**config.mk**
```make
export PLATFORM = sky130hd
export DESIGN_NAME = top
export DESIGN_NICKNAME = d
export VERILOG_FILES = /design/src/rtl/top.sv
export SDC_FILE = /design/constraint.sdc
export NUM_CORES = 1
export LEC_CHECK = 0
export BUFFER_PORTS_ARGS = -buffer_cell sky130_fd_sc_hd__buf_4
export CORE_MARGIN = 4
export CORE_UTILIZATION = 39
export DETAILED_ROUTE_END_ITERATION = 6
export HOLD_SLACK_MARGIN = 0.03
export PLACE_DENSITY = 0.64
export SYNTH_ARGS = -nofsm -noshare
export SYNTH_HDL_FRONTEND = slang
export SYNTH_SLANG_ARGS = --single-unit
```
**constraint.sdc**
```tcl
create_clock -name clock_1MHz -period 4.33 [get_ports clock_1MHz]
set_input_delay 0.6495 -clock clock_1MHz [delete_from_list [all_inputs] [get_ports clock_1MHz]]
set_output_delay 0.6495 -clock clock_1MHz [all_outputs]
set_load 0.02 [all_outputs]
```
**src/rtl/top.sv**
```systemverilog
// top: serial-to-byte capture with hold interval and DEPTH-byte queue
module top #(
  parameter int DEPTH       = 8,
  parameter int HOLD_CYCLES = 100
) (
  input  logic       clock_1MHz,
  input  logic       rst,
  input  logic       data_in,
  input  logic       write_in,
  input  logic       enqueue_in,
  input  logic       dequeue_in,
  output logic       status_out,
  output logic [7:0] data_out
);
  localparam int AW = $clog2(DEPTH);
  localparam int HW = $clog2(HOLD_CYCLES + 1);
  typedef enum logic {RECV, HOLD} state_t;
  state_t            state, state_n;
  logic [2:0]        w_s, e_s, q_s;
  logic [1:0]        d_s;
  logic              wr_p, enq_p, deq_p;
  logic [3:0]        count;
  logic [7:0]        shreg;
  logic [HW-1:0]     hold;
  logic [7:0]        mem [DEPTH];
  logic [AW-1:0]     wp, rp, rp_n;
  logic [AW:0]       cnt, cnt_n;
  logic              push, pop, full, empty;
  logic [7:0]        head_n;
  assign wr_p       = w_s[1] & ~w_s[2];
  assign enq_p      = e_s[1] & ~e_s[2];
  assign deq_p      = q_s[1] & ~q_s[2];
  assign full       = cnt == (AW+1)'(DEPTH);
  assign empty      = cnt == '0;
  assign pop        = deq_p & ~empty;
  assign status_out = state == RECV;
  // Two-flop synchronizers plus a third flop for rising-edge detection; data rides alongside write
  always_ff @(posedge clock_1MHz) begin
    if (rst) begin
      w_s <= '0;
      e_s <= '0;
      q_s <= '0;
      d_s <= '0;
    end else begin
      w_s <= {w_s[1:0], write_in};
      e_s <= {e_s[1:0], enqueue_in};
      q_s <= {q_s[1:0], dequeue_in};
      d_s <= {d_s[0], data_in};
    end
  end
  // Next state and push decision; a push with a concurrent pop is allowed even when full
  always_comb begin
    state_n = state;
    push    = 1'b0;
    if (state == RECV) begin
      state_n = (wr_p && count == 4'd7) ? HOLD : RECV;
    end else if ((hold == '0 || enq_p) && (!full || pop)) begin
      push    = 1'b1;
      state_n = RECV;
    end
  end
  // Deserializer state, bit assembly and hold countdown
  always_ff @(posedge clock_1MHz) begin
    if (rst) begin
      state <= RECV;
      count <= '0;
      shreg <= '0;
      hold  <= '0;
    end else begin
      state <= state_n;
      if (state == RECV && wr_p) begin
        shreg[count[2:0]] <= d_s[1];
        count             <= count + 4'd1;
      end
      if (push) begin
        count <= '0;
        shreg <= '0;
        hold  <= '0;
      end else if (state == RECV && state_n == HOLD) hold <= HW'(HOLD_CYCLES);
      else if (hold != '0) hold <= hold - HW'(1);
    end
  end
  // Head after this cycle's push/pop; the pushed byte bypasses storage when it becomes the head
  always_comb begin
    rp_n   = rp + AW'(pop);
    cnt_n  = cnt + (AW+1)'(push) - (AW+1)'(pop);
    head_n = (cnt_n == '0) ? 8'h00 : (push && rp_n == wp) ? shreg : mem[rp_n];
  end
  // Queue storage
  always_ff @(posedge clock_1MHz) begin
    if (push) mem[wp] <= shreg;
  end
  // Queue pointers, occupancy and registered head
  always_ff @(posedge clock_1MHz) begin
    if (rst) begin
      wp       <= '0;
      rp       <= '0;
      cnt      <= '0;
      data_out <= 8'h00;
    end else begin
      wp       <= wp + AW'(push);
      rp       <= rp_n;
      cnt      <= cnt_n;
      data_out <= head_n;
    end
  end
endmodule

```
==> results of run 1 <==
==> registers in the layout, summed over array words and instances, names as in the netlist <==
signal / cells
d_s: 2
w_s: 3
shreg: 8
hold: 7
wp: 3
mem: 64
data_out: 8
count: 4
state: 1
e_s: 3
rp: 3
cnt: 4
q_s: 3
==> critical path: stages, from the launching register on <==
cell	delay (ns)
sky130_fd_sc_hd__dfxtp_1	0.30
sky130_fd_sc_hd__inv_1	0.06
sky130_fd_sc_hd__ha_1	0.21
sky130_fd_sc_hd__or3b_1	0.36
sky130_fd_sc_hd__a31o_1	0.39
sky130_fd_sc_hd__or2_1	0.43
sky130_fd_sc_hd__ha_1	0.33
sky130_fd_sc_hd__inv_1	0.06
sky130_fd_sc_hd__ha_1	0.15
sky130_fd_sc_hd__inv_1	0.05
sky130_fd_sc_hd__fa_1	0.37
sky130_fd_sc_hd__xor2_1	0.17
sky130_fd_sc_hd__and3b_1	0.18
sky130_fd_sc_hd__a31oi_1	0.56
sky130_fd_sc_hd__o211a_1	0.26
==> power breakdown <==
group / leakage, nW / switching, mW / internal (mW)
clock: 0.256 / 0.515 / 0.791
combinational: 0.736 / 0.465 / 0.377
sequential: 0.956 / 0.0490 / 1.19
==> cell families after synthesis <==
logic type,count (synthesis),synth area share
compound gates,40,0.0624
xor+xnor,14,0.0309
fa+ha+maj,14,0.0393
buf+inv,27,0.0280
flops,113,0.624
mux,27,0.101
simple gates,86,0.114
==> worst paths after layout <==
| path | startpoint | end | cells past startpoint |
|---|---|---|---|
| setup / recovery | cnt[2] | data_out[5] | 14 |
| hold / removal | w_s[0] | w_s[1] | 1 |
| setup reg to reg | cnt[2] | data_out[5] | 14 |
| hold reg to reg | w_s[0] | w_s[1] | 1 |
==> per-stage QoR <==
stage / hold slack, ns / cell area [um2] / util / cells / power (mW)
detailed placement: 0.425 / 4930 / 0.426 / 474 / 2.11
floorplan: 0.414 / 4650 / - / 321 / 1.90
CTS: 0.439 / 5490 / 0.475 / 506 / 3.42
global placement: 0.417 / 4930 / 0.426 / 474 / 2.09
global route: 0.444 / 5490 / 0.475 / 506 / 3.57
finish: 0.436 / 5490 / 0.475 / 506 / 3.39
==> synthesized netlist by cell type, types with 2 or more instances <==
cell type                   n  area, um2
sky130_fd_sc_hd__nor2_1    15       56.3
sky130_fd_sc_hd__nor2b_1   19        119
sky130_fd_sc_hd__buf_2      5       25.0
sky130_fd_sc_hd__nor3b_1    2       15.0
sky130_fd_sc_hd__edfxtp_1  64       1920
sky130_fd_sc_hd__o21ai_0    2       10.0
sky130_fd_sc_hd__buf_6      2       22.5
sky130_fd_sc_hd__nor4b_2    5       75.1
sky130_fd_sc_hd__a21oi_1   13       65.1
sky130_fd_sc_hd__or3_1      3       18.8
sky130_fd_sc_hd__and3_1     3       18.8
sky130_fd_sc_hd__nand2_1   17       63.8
sky130_fd_sc_hd__ha_1      13        163
sky130_fd_sc_hd__dfxtp_1   49        981
sky130_fd_sc_hd__xnor2_1    8       70.1
sky130_fd_sc_hd__nor4_1     3       18.8
sky130_fd_sc_hd__xor2_1     4       35.0
sky130_fd_sc_hd__o211a_1    8       80.1
sky130_fd_sc_hd__inv_1     12       45.0
sky130_fd_sc_hd__buf_1      2       7.51
sky130_fd_sc_hd__nand3_1    7       35.0
sky130_fd_sc_hd__mux4_2    16        360
sky130_fd_sc_hd__o31ai_1    8       60.1
sky130_fd_sc_hd__or3b_1     2       17.5
sky130_fd_sc_hd__buf_4      2       15.0
sky130_fd_sc_hd__mux2i_1   11        110
sky130_fd_sc_hd__clkbuf_1   3       11.3
sky130_fd_sc_hd__nor3_1     2       10.0
==> area by class of cell <==
type                       instances  share of cell area
tap                              143              0.0326
inverter                          13             0.00889
clock buffer                      17              0.0775
timing repair buffer              24              0.0328
clock inverter                    15              0.0248
multi-input combinational        181               0.295
sequential                       113               0.529
==> layer usage <==
metal | up-vias | track usage | wire length (um)
met5 | - | 0 | 0
met4 | 0 | 0.0543 | 152
met3 | 17 | 0.0581 | 479
met2 | 64 | 0.234 | 4450
met1 | 1274 | 0.181 | 3960
li1 | 1256 | - | -
==> impl_table.tex, run 1 <==
\begin{tabular}{lr}
\hline
Metric & Value \\
\hline
\multicolumn{2}{l}{\textbf{Synth}} \\
Fraction of synthesis flops using an asynchronous set or reset pin & 0 \\
Post-synthesis instance area & 0.00465 mm2 \\
Total of warnings raised by yosys & 0 \\
Seq/Total Area, Yosys & 0.624 \\
Net count of the mapped netlist & roughly 340 \\
Mean cell area of the mapped netlist & 14.5 um2 \\
Number of enable-type register cells in the synthesized netlist & 64 \\
Gate count of the mapped netlist & 321 \\
Most instantiated flip-flop cell in the synthesis netlist & sky130\_fd\_sc\_hd\_\_edfxtp\_1 \\
Number of distinct standard cells referenced by the synthesized netlist & 49 \\
Register bit total from synthesis & 113 \\
\multicolumn{2}{l}{\textbf{Timing}} \\
Fmax achieved & 254 MHz \\
RSZ-0062 raised after global routing & no \\
Final clock skew & 0.00771 ns \\
Final period demand of the worst path & 3.93 ns \\
Minimum setup slack in the final design & a little under 0.4 ns \\
Fin crit share & 0.909 \\
Final hold vios & 0 \\
Final TNS setup & 0 ns \\
Final Slew Violations & 0 \\
Total setup violations reported at the end of the flow & 0 \\
Worst Tran Pin Value & around 1.1 ns \\
Remaining max-slew budget at the tightest pin & 0.250 \\
\multicolumn{2}{l}{\textbf{Routing}} \\
Number of nets with antenna violations after routing & 0 \\
Average wire per standard cell & between 15 and 20 um \\
Post-detailed-routing wire length & $\sim$9000 um \\
Number of violations reported at the end of detailed-routing iteration 0 & 240 \\
Detailed-routing iteration count for the pre-antenna-repair pass & 4 \\
Vias after detailed routing & 2611 \\
Remaining routing DRC violations & 0 \\
Vias per inst & between 5 and 6 \\
\multicolumn{2}{l}{\textbf{Cells and area}} \\
Diode insertion count for antenna repair & 0 \\
Multi-input combinational cell area & about 0.0016 mm2 \\
Total of fill cells in the finished design & 1004 \\
Area used by sequential logic in the layout & 0.00290 mm2 \\
Net count of the finished layout & 370 \\
Share of cells above drive strength 1 & 0.226 \\
Most common cell after layout, fill and taps aside & sky130\_fd\_sc\_hd\_\_edfxtp\_1 \\
Most used cells in the layout excluding fill and tap cells & sky130\_fd\_sc\_hd\_\_edfxtp\_1, sky130\_fd\_sc\_hd\_\_dfxtp\_1, sky130\_fd\_sc\_hd\_\_buf\_4 \\
Area Growth Syn to Fin & 18.1\% \\
\multicolumn{2}{l}{\textbf{Run status}} \\
Outcome & completed \\
\multicolumn{2}{l}{\textbf{Global routing}} \\
Residual overflow from global routing & 0 \\
Antenna violations before repair & 0 \\
Wire length of the first global-routing pass & 14700 um \\
Number of global-route vias before repair & $\sim$2.8k \\
GRT Util Overall & 0.147 \\
Largest net degree at the start of global routing & 24 \\
\multicolumn{2}{l}{\textbf{Floorplanning}} \\
Die W & approximately 120 um \\
Initial standard-cell utilization of the core & 0.402 \\
Row count & 39 \\
Die Footprint & 0.0137 mm2 \\
Core Region & 0.0116 mm2 \\
Y dimension of the die & about 120 um \\
Top-level I/O count & 15 \\
\multicolumn{2}{l}{\textbf{Pwr}} \\
Worst supply voltage drop on vdd & 0.000516 V \\
Leak pwr & 1.95 nW \\
Pwr/cell area & 618 mW/mm2 \\
\multicolumn{2}{l}{\textbf{Setup path}} \\
Crit end category & flop \\
Maximum fanout count along the critical path & 12 \\
Reg-to-reg setup timing slack & 0.40 ns \\
Req. time, crit path & 4.68 ns \\
Type of the worst setup path & reg2reg \\
Endpoint arrival time on the critical path & 4.28 ns \\
Critical path launch point type & flop \\
\multicolumn{2}{l}{\textbf{Hold path}} \\
Path type of the worst min-delay path & reg2reg \\
\multicolumn{2}{l}{\textbf{CTS}} \\
Post-CTS Setup Bufs & 0 \\
Number of sinks driven by the clock tree & 113 \\
CTS Hold Bufs & 0 \\
Total clock buffers created by CTS & 17 \\
Clock-pin transition on the worst setup and hold timing paths & around 0.06 ns \\
Gates resized, CTS repair & 0 \\
TritonCTS clock tree & built \\
Clock insertion delay at the later pin of the skew report & 0.41 ns \\
Root Driver & sky130\_fd\_sc\_hd\_\_clkbuf\_16 \\
Number of H-tree levels & 4 \\
Max clock buf depth & 2 \\
\multicolumn{2}{l}{\textbf{Placement}} \\
Worst Setup Slack post-DPL & 0.445 ns \\
Quantity of I/O buffers inserted on ports & 14 \\
Half-perimeter wire length of the detailed placement result & between 5000 and 6000 um \\
Routability Congestion & 0.747 \\
\multicolumn{2}{l}{\textbf{Run}} \\
Max capacitance violation total & 0 \\
\hline
\end{tabular}
No activity file was read; power rests on OpenSTA's default activity.
==> inputs of run 2 (changes only) <==
--- a/config.mk
+++ b/config.mk
@@ -10,7 +10,6 @@
 export CORE_UTILIZATION = 39
 export DETAILED_ROUTE_END_ITERATION = 6
 export HOLD_SLACK_MARGIN = 0.03
-export PLACE_DENSITY = 0.64
 export SYNTH_ARGS = -nofsm -noshare
 export SYNTH_HDL_FRONTEND = slang
 export SYNTH_SLANG_ARGS = --single-unit
==> constraint.sdc (replaced) <==
create_clock -name clock_1MHz -period 3.17 [get_ports clock_1MHz]
set_input_delay 0.4755 -clock clock_1MHz [delete_from_list [all_inputs] [get_ports clock_1MHz]]
set_output_delay 0.4755 -clock clock_1MHz [all_outputs]
set_load 0.02 [all_outputs]
==> impl_table.tex, run 2 (synthesized netlist as in run 1, its figures left out) <==
\begin{tabular}{lr}
\hline
Metric & Value \\
\hline
\multicolumn{2}{l}{\textbf{Run status}} \\
Outcome & completed \\
\multicolumn{2}{l}{\textbf{Setup path}} \\
Maximum fanout count along the critical path & 8 (-4) \\
Critical path launch point type & flop \\
Req. time, crit path & 3.52 ns (-1.16 ns) \\
Type of the worst setup path & reg2reg \\
Series of cell instances along the critical path & inv\_2, ha\_4, or3b\_4, a31o\_1, or2\_1, ha\_1, inv\_1, ha\_2, inv\_2, fa\_2, xor2\_2, and3b\_1, a31oi\_4, o211a\_1 \\
Endpoint arrival time on the critical path & 3.45 ns (-0.83 ns) \\
Reg-to-reg setup timing slack & 0.07 ns (-0.33 ns) \\
Most common cell type on the critical path & sky130\_fd\_sc\_hd\_\_inv\_2 \\
Crit end category & flop \\
CP max-delay cell & sky130\_fd\_sc\_hd\_\_or3b\_4 \\
Longest individual stage delay on the worst path & 0.36 ns (-0.20 ns) \\
\multicolumn{2}{l}{\textbf{Cells and area}} \\
Number of flip-flops under the largest register name & 64 (unchanged) \\
Most used cells in the layout excluding fill and tap cells & sky130\_fd\_sc\_hd\_\_edfxtp\_1, sky130\_fd\_sc\_hd\_\_dfxtp\_1, sky130\_fd\_sc\_hd\_\_buf\_4 \\
Most flop-heavy register & mem \\
Diode insertion count for antenna repair & 0 (unchanged) \\
Registers with the most flip-flops & mem x64, data\_out x8, shreg x8 \\
Final Util & 0.484 (+0.00920) \\
Area Growth Syn to Fin & 20.3\% \\
Share of cells above drive strength 1 & 0.277 (+0.0510) \\
Total of fill cells in the finished design & 990 (-1.4\%) \\
Most common cell after layout, fill and taps aside & sky130\_fd\_sc\_hd\_\_edfxtp\_1 \\
Final Non-Filler Cells & 515 (+1.8\%) \\
Net count of the finished layout & 379 (+2.4\%) \\
\multicolumn{2}{l}{\textbf{Global routing}} \\
Largest net degree at the start of global routing & 24 (unchanged) \\
Residual overflow from global routing & 0 (unchanged) \\
GRT Util Overall & 0.137 (-0.00977) \\
Number of global-route vias before repair & 2664 (-3.9\%) \\
Wire length of the first global-routing pass & 13900 um (-5.5\%) \\
Antenna violations before repair & 0 (unchanged) \\
\multicolumn{2}{l}{\textbf{Pwr}} \\
Reg power frac & 0.364 (-0.003) \\
Net switching power figure & 1.40 mW (+36\%) \\
Leak pwr & 2.02 nW (+3.5\%) \\
Worst supply voltage drop on vdd & 0.000436 V (-16\%) \\
Pwr/cell area & 837 mW/mm2 (+36\%) \\
Pwr Total & 4.69 mW (+38\%) \\
Clock network fraction of total power & 0.370 (-0.015) \\
Combinational Power Share & 0.266 (+0.018) \\
Switching portion of total power & 0.298 (-0.00560) \\
Cell-internal power & 3.29 mW (+39\%) \\
\multicolumn{2}{l}{\textbf{Timing}} \\
Final period demand of the worst path & 3.10 ns (-0.831 ns) \\
Final Slew Violations & 0 (unchanged) \\
Final hold vios & 0 (unchanged) \\
Final clock skew & 0.00638 ns (-0.00133 ns) \\
RSZ-0062 raised after global routing & yes \\
Fin crit share & 0.979 (+0.0704) \\
Remaining max-slew budget at the tightest pin & 0.543 (+0.293) \\
Worst Tran Pin Value & 0.685 ns (-0.437 ns) \\
Fmax achieved & 322 MHz (+27\%) \\
Final TNS setup & 0 ns (unchanged) \\
Total setup violations reported at the end of the flow & 0 (unchanged) \\
Tightest hold margin & 0.282 ns (-0.154 ns) \\
\multicolumn{2}{l}{\textbf{Routing}} \\
Remaining routing DRC violations & 0 (unchanged) \\
Number of nets with antenna violations after routing & 0 (unchanged) \\
Number of violations reported at the end of detailed-routing iteration 0 & 152 (-37\%) \\
Post-detailed-routing wire length & 8480 um (-6.3\%) \\
Average wire per standard cell & 16.5 um (-7.9\%) \\
Detailed-routing iteration count for the pre-antenna-repair pass & 4 (unchanged) \\
Vias after detailed routing & 2633 (+0.84\%) \\
Vias per inst & 5.11 (-0.92\%) \\
\multicolumn{2}{l}{\textbf{Floorplanning}} \\
Initial standard-cell utilization of the core & 0.402 (unchanged) \\
Core Region & 0.0116 mm2 (unchanged) \\
Die W & 117 um (unchanged) \\
Row count & 39 (unchanged) \\
Die Footprint & 0.0137 mm2 (unchanged) \\
Y dimension of the die & 117 um (unchanged) \\
Top-level I/O count & 15 (unchanged) \\
\multicolumn{2}{l}{\textbf{Placement}} \\
Half-perimeter wire length of the detailed placement result & 5500 um (-6.8\%) \\
Cell count after placement & 480 (+1.3\%) \\
Quantity of I/O buffers inserted on ports & 14 (unchanged) \\
Routability Congestion & 0.740 (-0.96\%) \\
\multicolumn{2}{l}{\textbf{CTS}} \\
Clock-pin transition on the worst setup and hold timing paths & 0.05 ns (about the same) \\
Clock insertion delay at the later pin of the skew report & 0.40 ns (about the same) \\
Total clock buffers created by CTS & 17 (unchanged) \\
CTS Hold Bufs & 0 (unchanged) \\
TritonCTS clock tree & built \\
Max clock buf depth & 2 (unchanged) \\
Number of H-tree levels & 4 (unchanged) \\
Number of sinks driven by the clock tree & 113 (unchanged) \\
Root Driver & sky130\_fd\_sc\_hd\_\_clkbuf\_16 \\
\multicolumn{2}{l}{\textbf{Run}} \\
Max capacitance violation total & 0 (unchanged) \\
\multicolumn{2}{l}{\textbf{Hold path}} \\
Path type of the worst min-delay path & in2reg \\
\hline
\end{tabular}
## run 2: changes by cell type in the layout (fill, tap and decap cells not counted), moves of 3 or more
cell	previous run	this run
sky130_fd_sc_hd__clkinv_2	1	4
sky130_fd_sc_hd__inv_4	0	4
sky130_fd_sc_hd__inv_1	12	9
sky130_fd_sc_hd__clkinvlp_4	6	2
sky130_fd_sc_hd__buf_4	24	33
sky130_fd_sc_hd__inv_2	1	4
## run 2: worst paths after layout
kind | start | end | cells past startpoint
worst min register to register | e_s[0] | e_s[1] | 1
worst min-delay path | enqueue_in | e_s[0] | 2
worst max register to register | cnt[3] | data_out[4] | 14
worst max-delay path | cnt[3] | data_out[4] | 14
## run 2: stage by stage
stage / area [um2] / setup slack [ns]
after global placement: 4990 / 0.0613
final: 5600 / 0.0659
after global routing: 5600 / -0.0726
after floorplan: 4670 / 0.0165
after CTS: 5570 / 0.0190
after detailed placement: 4990 / -0.0534
## run 2: repair_timing
| action | 4_1_cts | 5_1_grt |
|---|---|---|
| pin swaps | 5 | 7 |
| gates resized for setup | 4 | 7 |
| setup endpoints to repair | 8 | 8 |
| buffers inserted | 2 | 1 |
## run 2: layout make-up
class	count	area [um2]	area share
tap	143	179	0.0320
sequential	113	2910	0.519
clock inverter	12	77.6	0.0139
inverter	13	48.8	0.00872
clock buffer	20	478	0.0854
timing repair buffer	33	248	0.0443
multi-input combinational	181	1660	0.297
## run 2: power by group through the flow
stage	sequential [mW]	clock (mW)	combinational, mW
final	1.71	1.73	1.25
after detailed placement	1.73	0	1.20
after floorplan	1.75	0	0.875
after global routing	1.72	1.84	1.40
after CTS	1.70	1.77	1.23
after global placement	1.73	0	1.18
## run 2: layer usage
layer,global-route usage,share of wire,up-vias,wire [um]
met5,0,0,-,0
met4,0.0642,0.017,0,147
met3,0.0375,0.044,12,374
met2,0.216,0.48,48,4060
met1,0.176,0.46,1296,3900
li1,-,-,1277,-
## run 2: worst max-delay path: cells and delay by family (launching register included)
| family | cells | cell delay (ns) |
|---|---|---|
| AO/OA/AOI/OAI | 3 | 0.69 |
| AND/OR/NAND/NOR | 3 | 0.79 |
| buffers and inverters | 3 | 0.14 |
| XOR/XNOR | 1 | 0.16 |
| flip-flops | 1 | 0.33 |
| adder cells (fa/ha/maj) | 4 | 0.93 |
